==> config.mk <==
export PLATFORM = sky130hd
export DESIGN_NAME = game_flow_controller
export DESIGN_NICKNAME = d
export VERILOG_FILES = /design/src/rtl/game_flow_controller.sv
export SDC_FILE = /design/constraint.sdc
export NUM_CORES = 1
export LEC_CHECK = 0
export CORE_AREA = 2 2 77 57
export CTS_CLUSTER_SIZE = 16
export DETAILED_ROUTE_END_ITERATION = 16
export DIE_AREA = 0 0 79 59
export GPL_TIMING_DRIVEN = 1
export PLACE_DENSITY = 0.78
export SYNTH_ARGS = -nofsm -noshare
export SYNTH_HDL_FRONTEND = slang
export SYNTH_SLANG_ARGS = --single-unit
export TNS_END_PERCENT = 10
==> constraint.sdc <==
create_clock -name clk_i -period 2.9 [get_ports clk_i]
set_input_delay 0.725 -clock clk_i [delete_from_list [all_inputs] [get_ports clk_i]]
set_output_delay 0.725 -clock clk_i [all_outputs]
set_load 0.05 [all_outputs]
==> src/rtl/game_flow_controller.sv <==
// Game sequencer: paces one physics update per rendered frame, runs the
// idle/serve/play/level-clear/game-over flow and owns the lives counter.
module game_flow_controller #(
  parameter int LIVES_INIT   = 3,
  parameter int SERVE_FRAMES = 60,
  parameter int CLEAR_FRAMES = 120
) (
  input  logic        clk_i,
  input  logic        reset_i,
  input  logic        frame_rendered_i,
  input  logic        sw_pause_i,
  input  logic        btn_release_i,
  input  logic        update_done_i,
  input  logic        ball_lost_i,
  input  logic [71:0] block_state_i,
  output logic        start_update_o,
  output logic        physics_reset_o,
  output logic        ball_reset_o,
  output logic [2:0]  game_state_o,
  output logic [2:0]  lives_o,
  output logic        overrun_o
);

  typedef enum logic [2:0] {
    S_IDLE        = 3'd0,
    S_SERVE       = 3'd1,
    S_PLAY        = 3'd2,
    S_LEVEL_CLEAR = 3'd3,
    S_GAME_OVER   = 3'd4
  } state_e;

  localparam logic [7:0] SERVE_LOAD = 8'(SERVE_FRAMES - 1);
  localparam logic [7:0] CLEAR_LOAD = 8'(CLEAR_FRAMES - 1);
  localparam logic [2:0] LIVES_LOAD = 3'(LIVES_INIT);

  state_e     state_q, state_d;
  logic [2:0] lives_q, lives_d;
  logic [7:0] cnt_q, cnt_d;
  logic       busy_q, busy_d;
  logic       ovr_q, ovr_d;
  logic       btn_q;
  logic       start_q, start_d;
  logic       phys_q, phys_d;
  logic       ball_q, ball_d;

  logic frame, press, done, left_play;

  assign frame = frame_rendered_i & ~sw_pause_i;
  assign press = btn_release_i & ~btn_q;
  assign done  = update_done_i & busy_q;

  always_ff @(posedge clk_i) begin
    if (reset_i) begin
      state_q <= S_IDLE;
      lives_q <= '0;
      cnt_q   <= '0;
      busy_q  <= 1'b0;
      ovr_q   <= 1'b0;
      btn_q   <= 1'b1;  // a button held through reset must not count as a press
      start_q <= 1'b0;
      phys_q  <= 1'b0;
      ball_q  <= 1'b0;
    end else begin
      state_q <= state_d;
      lives_q <= lives_d;
      cnt_q   <= cnt_d;
      busy_q  <= busy_d;
      ovr_q   <= ovr_d;
      btn_q   <= btn_release_i;
      start_q <= start_d;
      phys_q  <= phys_d;
      ball_q  <= ball_d;
    end
  end

  always_comb begin
    state_d   = state_q;
    lives_d   = lives_q;
    cnt_d     = cnt_q;
    busy_d    = busy_q;
    ovr_d     = ovr_q;
    start_d   = 1'b0;
    phys_d    = 1'b0;
    ball_d    = 1'b0;
    left_play = 1'b0;
    case (state_q)
      S_IDLE, S_GAME_OVER: begin
        if (press) begin
          state_d = S_SERVE;
          lives_d = LIVES_LOAD;
          cnt_d   = SERVE_LOAD;
          phys_d  = 1'b1;
        end
      end
      S_SERVE: begin
        if (frame) begin
          if (cnt_q == 8'd0) state_d = S_PLAY;
          else               cnt_d   = cnt_q - 8'd1;
        end
      end
      S_LEVEL_CLEAR: begin
        if (frame) begin
          if (cnt_q == 8'd0) begin
            state_d = S_SERVE;
            cnt_d   = SERVE_LOAD;
            phys_d  = 1'b1;
          end else begin
            cnt_d = cnt_q - 8'd1;
          end
        end
      end
      S_PLAY: begin
        // Completion is evaluated before a coincident frame is considered.
        if (done) begin
          busy_d = 1'b0;
          if (block_state_i == '0) begin
            state_d   = S_LEVEL_CLEAR;
            cnt_d     = CLEAR_LOAD;
            left_play = 1'b1;
          end else if (ball_lost_i) begin
            left_play = 1'b1;
            if (lives_q > 3'd1) begin
              lives_d = lives_q - 3'd1;
              ball_d  = 1'b1;
              state_d = S_SERVE;
              cnt_d   = SERVE_LOAD;
            end else begin
              lives_d = 3'd0;
              state_d = S_GAME_OVER;
            end
          end
        end
        if (frame && !left_play) begin
          if (!busy_d) begin
            start_d = 1'b1;
            busy_d  = 1'b1;
          end else begin
            ovr_d = 1'b1;
          end
        end
      end
      default: state_d = S_IDLE;
    endcase
  end

  assign start_update_o  = start_q;
  assign physics_reset_o = phys_q;
  assign ball_reset_o    = ball_q;
  assign game_state_o    = state_q;
  assign lives_o         = lives_q;
  assign overrun_o       = ovr_q;

endmodule

# --- Word-level counts from Yosys, hierarchy flattened ---
# Cells that the tools add are included.
# Widths: inputs -> output; s select.
word_totals:
  regBits: 20
  latch_bits: 0
  ramBits: 0
  mem_bits_ro: 0
  out_inout_bits: 10
  memories: 0
op_classes:
  add_sub_neg: 2
  multipliers: 0
  div_mod_pow: 0
  order_cmp: 1
  n_eq_ne: 15
  shift: 0
  n_mux: 39
  n_bitwise: 9
  n_reduce_logical: 14
ops:
  columns: ["operator", "n"]
  rows:
  - ["$logic_not 72->1", 1]
  - ["$mux 8", 9]
  - ["$mux 3", 14]
  - ["$pmux 8 s4", 1]
  - ["$ne 2x2->1 const B", 9]
  - ["$mux 1", 12]
  - ["$pmux 3 s4", 1]
  - ["$logic_not 8->1", 1]
  - ["$reduce_and 8->1", 1]
  - ["$sub 8x1->8 const B", 1]
  - ["$reduce_and 7->1", 1]
  - ["$eq 3x2->1 const B", 2]
  - ["$ne 3x3->1 const B", 2]
  - ["$not 1->1", 6]
  - ["$pmux 3 s2", 1]
  - ["$reduce_and 5->1", 1]
  - ["$reduce_or 5->1", 1]
  - ["$reduce_bool 4->1", 1]
  - ["$and 1x1->1", 3]
  - ["$eq 3x1->1 const B", 1]
  - ["$eq 3x3->1 const B", 1]
  - ["$gt 3x1->1 const B", 1]
  - ["$logic_not 3->1", 1]
  - ["$reduce_and 3->1", 1]
  - ["other kinds (7)", 7]

# --- Longest topological paths before layout ---
logic_depth:
  word_depth: 8
  mapped_depth: 7
  mapped_depth_nobuf: 7

# --- Worst setup path after synthesis ---
# OpenSTA, ideal clock, no wires.
synth_path:
  path_type: "input-to-reg"
  start: "input block_state_i[39]"
  end: "register cnt_q[1]"
  arrival_ns: 2.291
  required_ns: 2.814
  setup_slack_ns: 0.523
  cell_stages: 6
  n_path_buf: 0
  path_cell_list: "nor4_1 -> nand4_1 -> nor3_4 -> a211oi_1 -> or3_4 -> a221oi_2"
synth_between:
  elab_chain_cells: 4
synth_lines:
  columns: ["element", "line_no", "source"]
  rows:
  - ["start: declaration", "15", "input logic [71:0] block_state_i,"]
  - ["$logic_not 72->1 (*)", "116", "if (block_state_i == '0) begin"]
  - ["$mux 8", "116", null]
  - ["$mux 8", "114", "if (done) begin"]
  - ["$pmux 8 s4", "86", "case (state_q)"]
  - ["end signal: assignment", "66", "cnt_q <= cnt_d;"]
  - ["end: declaration", "38", "logic [7:0] cnt_q, cnt_d;"]
# Every way passes the cells marked *; elsewhere a longest branch is shown, timed or not. The select of a mux whose other input is x is not followed.
# A chain may end at the register's enable or synchronous reset.

# --- Worst setup path after layout ---
layout_path:
  start: "input block_state_i[10]"
  end: "register cnt_q[7]"
# Same word-level chain as after synthesis.

==> reports/summary.txt <==
Tcrit/Tclk final = 93.3%
Crit path time final = 2710 ps
Critical Path RT = 3040 ps
Net Sw Power = 527 uW
Syn_nets = 249
Largest vdd supply drop = 0.371 mV
Main synth FF type = dfxtp_1
Buffers on Ports = 88
Synth top area cells = dfxtp_1, nor4_1, a21oi_1
Gr usage total = 23.0%
Post-synthesis sequential area ratio = 29.8%
Worst Clk Skew = 2.24 ps
Num ports = 89
Core footprint = 3850 um2
DP HPWL = 4.18 mm
DR vias = 1,726
EDFF count, synth = 0
# rows = 19
Grt ovf = 0
Die width = 79 um
CP Class = primary input to register
Remaining DRCs = 0
Root Driver = clkbuf_8
CP Launch Type = primary input
CP Data Arrival Time = 2850 ps
Crit path from = block_state_i[10]
Die area = 4660 um2
Leakage power = 0.871 nW
Reg2reg start = cnt_q[2]
Chip height = 59 um
Slew Limit Fails = 0
Top-area cell type share of the netlist area = 29.8%
Int Pwr = 827 uW
P per Cell Area = 563 nW/um2
YS warnings = 0
Switching part of the total power = 38.9%
Worst-path maximum fanout = 5
Vias in the first global route = 1,681
Gate power share = 51.1%
CTS Hold Buffers Added = 0
Yosys reg bits = 20
Setup violators final = 0
Inserted Clock Buffers = 3
Synth cell types = 48
Dpl cell area = 2340 um2
TritonRoute pass-1 iters = 4
Fillers = 351
Worst hold path type = register to register
Area grow syn2layout = 79.0%
Synth area leader = dfxtp_1
Worst-path clk slew = 80 ps
Worst setup EP type = register
Starting Density = 34.9%
CTS resizes = 0
FF-to-FF path depth = 6
Clock latency on the worst-skew pair = 260 ps
Synth Instances = 166
Antenna diodes = 0
Unrepaired setup endpoints after global routing = false
Max Fclk = 370 MHz
Flop-to-flop setup slack = 630 ps
DR vias/cell = 5.48
Clock power frac = 20.9%
Final hold violation count = 0
WL/cell = 16.2 um
Post-CTS setup buffer count = 0
First-pass GRT wire length = 8.37 mm
Fin util = 62.5%
Outcome = finished, final reports clean
Clock Tree Buf Depth = 2
Post-synth ARST share = 0%
Post-route cell area = 2410 um2
Remaining antenna violation count = 0
Antenna violations before repair = 0
Largest register by flop count = cnt_q
Worst slack, placed = -66.0 ps
Routability cong. = 0.905
Post-Syn Area = 1350 um2
Pin count of the biggest net entering global routing = 20
Syn Area/Cell = 8.10 um2
Nets = 347
Max FFs per register = 8
CTS tree = built
Share of layout cells above drive strength 1 = 8.75%
Slew @ Worst Pin = 737 ps
Seq pwr share = 28.0%
Setup TNS Final = 0 ps
Maxcap violations = 0
CTS H-tree lvls = 1
Final setup margin = 195 ps
WL final = 5.10 mm
First DRT Iteration DRCs = 115
CTS Sinks = 20
Critical Path End = cnt_q[7]
Rel. slew slack = 50.7%
FF-to-FF End = cnt_q[4]
-- synthesized netlist by cell type (3+ instances only) --
cell / number
nor2b_1: 4
or2_2: 3
and2_1: 3
dfxtp_1: 20
a31oi_1: 3
nand2b_1: 4
and3_1: 5
nand2_1: 6
nor4_1: 25
nor2_1: 16
ha_1: 4
inv_1: 9
a311oi_1: 3
a41oi_1: 3
a21oi_1: 12
nand4_1: 5
-- worst min path at each step --
stage	from	end	slack (ps)	depth (start not counted)
after global routing	cnt_q[7]	cnt_q[7]	520	2
after detailed placement	cnt_q[7]	cnt_q[7]	470	2
after floorplan	cnt_q[7]	cnt_q[7]	450	2
after global placement	overrun_o	overrun_o	480	2
final	cnt_q[7]	cnt_q[7]	490	2
after CTS	cnt_q[7]	cnt_q[7]	480	2
-- power by group through the flow --
stage          logic [mW]  registers, mW  clock network [mW]
6_report            0.692          0.379               0.283
3_5_place_dp        0.671          0.382                   0
2_1_floorplan       0.382          0.411                   0
3_3_place_gp        0.669          0.384                   0
4_1_cts             0.680          0.377               0.287
5_1_grt             0.751          0.386               0.297
-- layout make-up --
type,instances,area [um2],share of cell area [%]
timing repair buffer,95,933,38.8
sequential,20,400,16.6
clock buffer,3,41.3,1.72
inverter,9,33.8,1.40
tap,52,65.1,2.70
multi-input combinational,135,903,37.5
clock inverter,1,30.0,1.25
-- worst max-delay path: stages --
cell,delay (ps)
clkdlybuf4s50_1,400
nor4_1,350
nand4_1,190
nor4_2,370
a21oi_2,150
buf_4,170
o41ai_1,380
a21oi_1,110
-- routing by layer --
metal | vias to the layer above | track usage (%) | wire length [um]
met5 | - | 0 | 0
met4 | 0 | 4.19 | 80
met3 | 14 | 5.79 | 340
met2 | 73 | 37.5 | 2370
met1 | 781 | 31.4 | 2300
li1 | 858 | - | -
-- cells by family after synthesis --
logic type / count (synthesis) / synth area share (%)
xor gates and xnor gates: 1 / 0.651
buffers and inverters: 11 / 3.07
AOI/OAI and AO/OA: 46 / 25.3
DFF: 20 / 29.8
adders and majority gates: 4 / 3.72
and+or+nand+nor: 84 / 37.5
-- metrics by stage --
stage	hold WS [ps]	power [mW]	instances
global route	523	1.43	315
floorplan	446	0.793	166
CTS	480	1.34	315
global placement	476	1.05	311
detailed placement	469	1.05	311
finish	486	1.35	315
-- cells in the final DEF, fill, tap and decap left out, types with 3 or more instances in the layout --
cell / count
a21oi_1: 12
a311oi_1: 3
a31oi_1: 3
a41oi_1: 3
and2_1: 3
and3_1: 5
buf_4: 7
clkbuf_8: 3
clkdlybuf4s50_1: 88
dfxtp_1: 20
ha_1: 4
inv_1: 9
nand2_1: 6
nand2b_1: 4
nand4_1: 5
nor2_1: 16
nor2b_1: 4
nor4_1: 25
or2_2: 3
No activity file was read; power rests on OpenSTA's default activity.
